==> src/rtl/useq_controller.sv <==
// Microsequencer: picks the next uPC each cycle from the microword sequencing field (inc/jump/branch/dispatch/call/ret/fetch/wait).
// Latency: upc, sp, instr_done and fault_code are registered, so the effect of an op is visible one cycle later.
// Backpressure: stall=1 freezes upc, sp and the stack, and the op is not evaluated; a stack fault halts until reset.
//
// Ports:
//   clk, rst        clock; synchronous active-low reset
//   useq_op/cond    sequencing op and branch/wait condition select of the current microword
//   useq_addr       target for JUMP/BRANCH/CALL
//   flags           {V,C,N,Z} from the ALU; irq_pend is condition 7
//   ir_opcode/valid opcode for DISPATCH; dispatch waits while ir_valid=0
//   stall           freeze request from datapath/memory
//   upc             current micro-PC (control store address)
//   instr_done      one-cycle pulse after a FETCH op
//   sp              microstack occupancy
//   fault           high while halted on stack overflow/underflow
//   fault_code      01 overflow, 10 underflow, 00 none
module useq_controller #(
  parameter int UPC_W = 12,
  parameter logic [UPC_W-1:0] FETCH_ADDR = '0,
  parameter logic [UPC_W-1:0] DISP_BASE = UPC_W'(256),
  parameter int DISP_SHIFT = 2,
  parameter int STACK_DEPTH = 4,
  localparam int SP_W = $clog2(STACK_DEPTH + 1)
) (
  input  logic             clk,
  input  logic             rst,
  input  logic [2:0]       useq_op,
  input  logic [2:0]       useq_cond,
  input  logic [UPC_W-1:0] useq_addr,
  input  logic [3:0]       flags,
  input  logic             irq_pend,
  input  logic [7:0]       ir_opcode,
  input  logic             ir_valid,
  input  logic             stall,
  output logic [UPC_W-1:0] upc,
  output logic             instr_done,
  output logic [SP_W-1:0]  sp,
  output logic             fault,
  output logic [1:0]       fault_code
);

  localparam int IDX_W = (STACK_DEPTH > 1) ? $clog2(STACK_DEPTH) : 1;

  localparam logic [2:0] OP_NEXT   = 3'd0;
  localparam logic [2:0] OP_JUMP   = 3'd1;
  localparam logic [2:0] OP_BRANCH = 3'd2;
  localparam logic [2:0] OP_DISP   = 3'd3;
  localparam logic [2:0] OP_CALL   = 3'd4;
  localparam logic [2:0] OP_RET    = 3'd5;
  localparam logic [2:0] OP_FETCH  = 3'd6;
  localparam logic [2:0] OP_WAIT   = 3'd7;

  typedef enum logic {RUN, HALT} state_t;

  state_t           state_q, state_d;
  logic [UPC_W-1:0] upc_d;
  logic [SP_W-1:0]  sp_d;
  logic             done_d;
  logic [1:0]       code_d;
  logic             push;
  logic             cond_true;
  logic             stack_full, stack_empty;
  logic [UPC_W-1:0] inc, disp_tgt, stack_top;
  logic [IDX_W-1:0] push_idx, pop_idx;
  logic [UPC_W-1:0] stack_q [STACK_DEPTH];

  // Wraps naturally at 2**UPC_W; the pushed return address uses the same value.
  assign inc = upc + UPC_W'(1);

  // Shift in a widened word, then truncate: dispatch wraps silently.
  assign disp_tgt = DISP_BASE + UPC_W'({{UPC_W{1'b0}}, ir_opcode} << DISP_SHIFT);

  assign stack_full  = (sp == SP_W'(STACK_DEPTH));
  assign stack_empty = (sp == '0);
  assign push_idx    = IDX_W'(sp);
  assign pop_idx     = IDX_W'(sp - SP_W'(1));
  assign stack_top   = stack_q[pop_idx];

  assign fault = (state_q == HALT);

  always_comb begin
    cond_true = 1'b0;
    case (useq_cond)
      3'd0:    cond_true = 1'b1;
      3'd1:    cond_true = flags[0];
      3'd2:    cond_true = ~flags[0];
      3'd3:    cond_true = flags[1];
      3'd4:    cond_true = flags[2];
      3'd5:    cond_true = ~flags[2];
      3'd6:    cond_true = flags[3];
      3'd7:    cond_true = irq_pend;
      default: cond_true = 1'b0;
    endcase
  end

  always_comb begin
    state_d = state_q;
    upc_d   = upc;
    sp_d    = sp;
    done_d  = 1'b0;
    code_d  = fault_code;
    push    = 1'b0;
    if (state_q == RUN && !stall) begin
      case (useq_op)
        OP_NEXT:   upc_d = inc;
        OP_JUMP:   upc_d = useq_addr;
        OP_BRANCH: upc_d = cond_true ? useq_addr : inc;
        OP_DISP:   if (ir_valid) upc_d = disp_tgt;
        OP_CALL: begin
          if (stack_full) begin
            state_d = HALT;
            code_d  = 2'b01;
          end else begin
            push  = 1'b1;
            sp_d  = sp + SP_W'(1);
            upc_d = useq_addr;
          end
        end
        OP_RET: begin
          if (stack_empty) begin
            state_d = HALT;
            code_d  = 2'b10;
          end else begin
            upc_d = stack_top;
            sp_d  = sp - SP_W'(1);
          end
        end
        OP_FETCH: begin
          upc_d  = FETCH_ADDR;
          done_d = 1'b1;
        end
        OP_WAIT:   if (cond_true) upc_d = inc;
        default:   ;
      endcase
    end
  end

  always_ff @(posedge clk) begin
    if (!rst) begin
      state_q    <= RUN;
      upc        <= FETCH_ADDR;
      sp         <= '0;
      instr_done <= 1'b0;
      fault_code <= 2'b00;
    end else begin
      state_q    <= state_d;
      upc        <= upc_d;
      sp         <= sp_d;
      instr_done <= done_d;
      fault_code <= code_d;
    end
  end

  // Stack contents need no reset: occupancy alone decides what is valid.
  always_ff @(posedge clk) begin
    if (push) stack_q[push_idx] <= inc;
  end

endmodule

==> config.mk <==
export PLATFORM = sky130hd
export DESIGN_NAME = useq_controller
export DESIGN_NICKNAME = d
export VERILOG_FILES = /design/src/rtl/useq_controller.sv
export SDC_FILE = /design/constraint.sdc
export NUM_CORES = 1
export LEC_CHECK = 0
export BUFFER_PORTS_ARGS = -buffer_cell sky130_fd_sc_hd__buf_2
export CAP_MARGIN = 25
export CORE_ASPECT_RATIO = 0.6
export CORE_MARGIN = 1
export CORE_UTILIZATION = 35
export CTS_BUF_LIST = sky130_fd_sc_hd__clkbuf_2
export DETAILED_ROUTE_END_ITERATION = 10
export PLACE_DENSITY = 0.6
export SLEW_MARGIN = 15
export SYNTH_ARGS = -nofsm -noshare
export SYNTH_HDL_FRONTEND = slang
export SYNTH_SLANG_ARGS = --single-unit
==> constraint.sdc <==
create_clock -name clk -period 4.45 [get_ports clk]
set_input_delay 0.6675 -clock clk [delete_from_list [all_inputs] [get_ports clk]]
set_output_delay 0.6675 -clock clk [all_outputs]
set_load 0.01 [all_outputs]
# Yosys cells after proc, flatten, opt, wreduce, memory -nomap -nowiden

Memories as Yosys holds them, arrays and structs flattened.
Cells that the tools add are included.

Reduce and logical (&&, ||, !) cells: 10
Bitwise gates (word level): 3
Add/subtract/negate cells: 4
Mux-type cells: 22
Eq/ne operators: 21

Operator list:

| operator                                             | count |
|---|---|
| one-hot mux 12 bit (8 select lines)                  | 1 |
| 2-to-1 mux 12 bit                                    | 5 |
| equality test 3 bit (second input constant)          | 9 |
| adder 12 x 1 -> 12 bit (second input constant)       | 1 |
| equality test 3 x 2 -> 1 bit (second input constant) | 4 |
| inequality test 2 bit (second input constant)        | 6 |
| adder 9 x 10 -> 11 bit (first input constant)        | 1 |
| logical NOT 3 bit                                    | 3 |
| 2-to-1 mux 1 bit                                     | 8 |
| one-hot mux 1 bit (8 select lines)                   | 1 |
| AND reduction 4 bit                                  | 2 |
| equality test 3 x 1 -> 1 bit (second input constant) | 2 |
| 2-to-1 mux 3 bit                                     | 2 |
| one-hot mux 3 bit (2 select lines)                   | 1 |
| AND reduction 5 bit                                  | 1 |
| 2-to-1 mux 2 bit                                     | 2 |
| one-hot mux 2 bit (2 select lines)                   | 1 |
| adder 3 x 1 -> 3 bit (second input constant)         | 1 |
| NOT 1 bit                                            | 3 |
| subtractor 3 x 1 -> 3 bit (second input constant)    | 1 |
| one-hot mux 1 bit (2 select lines)                   | 1 |
| AND reduction 2 bit                                  | 1 |
| nonzero test 2 bit                                   | 1 |
| logical AND 1 bit                                    | 1 |
| logical NOT 1 bit                                    | 1 |

Bits in writable memories: 48
Register bits: 19
Memories kept: 1

Memories:

| memory  | depth | bits a word | rd ports | clocked after Yosys merged registers in | wr ports | line | RTL |
|---|---|---|---|---|---|---|---|
| stack_q | 4     | 12          | 1        | 0                                       | 1        | 65   | `logic [UPC_W-1:0] stack_q [STACK_DEPTH];` |

# Logic depth before layout (Yosys ltp)

Depth after elaboration: 6
Gate-level depth with buffers: 10
Depth with buffers taken out: 8

# Least setup slack after synthesis

OpenSTA, ideal clock, no wires.

Kind: reg-to-reg
Start: reg sp[0]
End: reg upc[5]
Arrival: 2.444 ns
Cell stages (with the launch flop): 11
Path slack: 1.891 ns
Required time: 4.335 ns
Path buffers: 2
Cells stage by stage: dfxtp_1 > buf_4 > inv_1 > ha_1 > buf_1 > mux4_2 > nor2_1 > a21oi_1 > o21ai_0 > o211ai_1 > and3_1

Word-level cells in the longest chain between the ends: 4
Elaborated cells between the ends (all ways): 9

RTL lines:

| item                                | line | RTL |
|---|---|---|
| from (decl)                         | 37   | `output logic [SP_W-1:0] sp,` |
| from (signal assigned)              | 148  | `sp <= sp_d;` |
| subtractor 3 x 1 -> 3 bit           | -    |  |
| memory read (4 x 12 bit)            | -    |  |
| 2-to-1 mux 12 bit                   | 120  | `if (stack_empty) begin` |
| one-hot mux 12 bit (8 select lines) | 104  | `case (useq_op)` |
| to (signal assigned)                | 147  | `upc <= upc_d;` |
| to (decl)                           | 35   | `output logic [UPC_W-1:0] upc,` |

Several ways; a longest one is shown, not always the timed one. The select of a mux whose other input is x is not followed.
A chain may end at the register's enable or synchronous reset.

# Worst setup path in the final report

Ends and elaborated chain as after synthesis.

==> results_dict.tcl <==
set metrics [dict create \
    ys_seq_elements 67 \
    max_freq_ghz 0.3536 \
    clockBufferDepth 2 \
    hold_violations 0 \
    drc 0 \
    post_cts_resize_count 0 \
    critPathMaxStageDelay_ns 0.70 \
    post_cts.repair.setup_buffers 0 \
    io_buffers 53 \
    final_cell_mix "53 x buf_2, 48 x edfxtp_1, 30 x nand2_1, 19 x dfxtp_1, 16 x a21oi_1" \
    hpwlAfterDp_mm 6.571 \
    cp_cell_sequence "buf_4 -> inv_1 -> ha_1 -> ha_1 -> mux2i_1 -> nor3_1 -> nor3_4 -> o211ai_1 -> and3_1" \
    cts_root_buf "clkbuf_2" \
    critPathMaxFanout 24 \
    grt_pass1_wl_mm 14.12 \
    vias 2752 \
    dieArea_um2 10670 \
    async_flop_share_pct 0 \
    drv_slew 0 \
    routed.top_layer "met4" \
    worst_setup_path_end_kind "flop" \
    wl_per_cell_um 19.06 \
    avgSynthCellArea_um2 11.50 \
    synth_nets 355 \
    synth-seq-area-share_pct 50.77 \
    cts.sinks 67 \
    crit_slowest_cell "nor3_4" \
    hold_class "primary input to flop" \
    power_density_nw_per_um2 339.1 \
    crit_top_cell "ha_1" \
    drive_above_1_share_pct 24.10 \
    syn_to_final_growth_pct 13.35 \
    synth-main-ff-cell "edfxtp_1" \
    vias_per_cell 5.548 \
    ys_types 55 \
    synthCells 312 \
    gp_routability_congestion 0.8566 \
    wl_met2_mm 3.788 \
    ios 54 \
    slew_headroom_pct 40.81 \
    grt_usage_pct 18.55 \
    wirelength_mm 9.452 \
    setup_viol 0 \
    placed_area_um2 3916 \
    cts_tree "built" \
    max_cap_violations 0 \
    mostFrequentLayoutCell "buf_2" \
    min_period_ns 2.828 \
    clock_latency_ns 0.54 \
    rsz0062_at_grt "no" \
    grt_pass1_vias 2413 \
    cts_buffers 9 \
    fillCellCount 971 \
    p_leak_nw 1.491 \
    drtIter0Drc 272 \
    worst_setup_path_start_kind "flop" \
    antenna_found_initial 0 \
    start_util_pct 36.19 \
    die_h_um 80.43 \
    rows 28 \
    syn_area_um2 3588 \
    clkTransAtPathRegs_ns 0.21 \
    yosys_warnings 0 \
    tns_ns 0 \
    diodes 0 \
    arrival_ns 3.28 \
    die_w_um 132.7 \
    period_share_pct 63.54 \
    required_ns 4.91 \
    route.antenna.remaining_nets 0 \
    ir_drop_v 0.0001701 \
    htree_levels 3 \
    core_um2 9915 \
    grt_max_degree 46 \
    ctsHoldBuffers 0 \
    final_cell_area_um2 4068 \
    wl_met1_mm 4.820 \
    grt-ovfl-total 0 \
    crit_type "flop to flop" \
    skew_ns 0.04150 \
    wl_met3_um 783 \
    synth_edf_count 48 \
    first_pass_iters 5 \
    nets 399 \
    worstMarginPinSlew_ns 0.8850 \
    outcome "finished, final reports clean" \
]
==> per-layer routing <==
| metal | vias to the layer above | global-route usage (%) |
|---|---|---|
| met3 | 7 | 6.439 |
| li1 | 1282 | - |
| met4 | 0 | 3.793 |
| met2 | 124 | 24.63 |
| met5 | - | 0 |
| met1 | 1339 | 28.11 |
==> cell type report <==
class / count / area (um2) / area share (%)
Tap cell: 135 / 168.9 / 4.153
Sequential cell: 67 / 1822 / 44.79
Inverter: 7 / 26.28 / 0.6460
Timing Repair Buffer: 54 / 272.8 / 6.706
Clock buffer: 9 / 45.04 / 1.107
Multi-Input combinational cell: 217 / 1627 / 39.99
Clock inverter: 7 / 106.4 / 2.615
==> where the power goes <==
group,switching [mW],internal [mW]
logic,0.129,0.0843
clock network,0.221,0.236
registers,0.0186,0.691
==> sequential cells by signal, indices dropped and copies added, names as in the netlist <==
| signal | count |
|---|---|
| stack_q | 48 |
| instr_done | 1 |
| fault_code | 2 |
| upc | 12 |
| sp | 3 |
| fault | 1 |
==> through the flow <==
stage | power (mW) | worst slack (ns) | hold slack, ns | utilization, % | cells
global placement | 0.9297 | 1.513 | 0.4549 | 39.50 | 480
CTS | 1.385 | 1.668 | 0.3894 | 41.03 | 496
finish | 1.379 | 1.622 | 0.4184 | 41.03 | 496
global route | 1.433 | 1.341 | 0.4079 | 41.03 | 496
detailed placement | 0.9333 | 1.382 | 0.4610 | 39.50 | 480
floorplan | 0.8636 | 1.891 | 0.4877 | - | 312
==> worst paths after layout <==
| path | end | depth (start not counted) | slack, ns | startpoint |
|---|---|---|---|---|
| worst max register to register | upc[5] | 9 | 1.62 | sp[0] |
| worst min register to register | fault_code[0] | 2 | 0.48 | fault_code[0] |
| worst max-delay path | upc[5] | 9 | 1.62 | sp[0] |
| worst min-delay path | instr_done | 4 | 0.42 | stall |
==> cell families (layout without fill, tap and decap cells) <==
kind of cell | after synthesis | in the layout | share of synthesized area [%]
mux | 16 | 16 | 8.647
compound gates | 86 | 86 | 17.05
buf+inv | 28 | 77 | 3.905
simple gates | 95 | 95 | 13.91
fa+ha+maj | 8 | 8 | 2.790
flops | 67 | 67 | 50.77
xor+xnor | 12 | 12 | 2.929
==> critical path, delay by kind of cell (launching register included) <==
family                   cells  cell delay, ns
AND/OR/NAND/NOR              3            1.04
buffers and inverters        2            0.49
adder cells (fa/ha/maj)      2            0.49
flip-flops                   1            0.34
multiplexers                 1            0.22
AO/OA/AOI/OAI                1            0.19
==> cells in the mapped netlist (2+ instances only) <==
library cell	n	area, um2
o31ai_1	2	15.01
a22oi_1	6	45.04
and3_1	3	18.77
and4_1	3	26.28
inv_1	6	22.52
mux4_2	12	270.3
a311oi_1	2	17.52
a311o_1	2	20.02
nor2_1	14	52.55
nand2b_1	2	12.51
mux2i_1	4	40.04
xnor2_1	10	87.58
o21a_1	3	22.52
a211oi_1	6	45.04
a31oi_1	9	56.30
a32oi_1	3	26.28
buf_4	4	30.03
dfxtp_1	19	380.4
o21ai_1	9	45.04
and2_1	10	62.56
ha_1	8	100.1
a21oi_1	16	80.08
edfxtp_1	48	1441
o22ai_1	2	12.51
nor3_1	2	10.01
a22o_1	5	43.79
buf_6	2	22.52
o21ai_0	5	25.02
or3_1	6	37.54
o211a_1	2	20.02
a21boi_0	2	15.01
nand3_1	8	40.04
buf_2	4	20.02
buf_1	2	7.510
nor2b_1	11	68.82
xor2_1	2	17.52
o211ai_1	3	22.52
clkbuf_1	9	33.78
nand2_1	30	112.6
No activity file was read; power rests on OpenSTA's default activity.
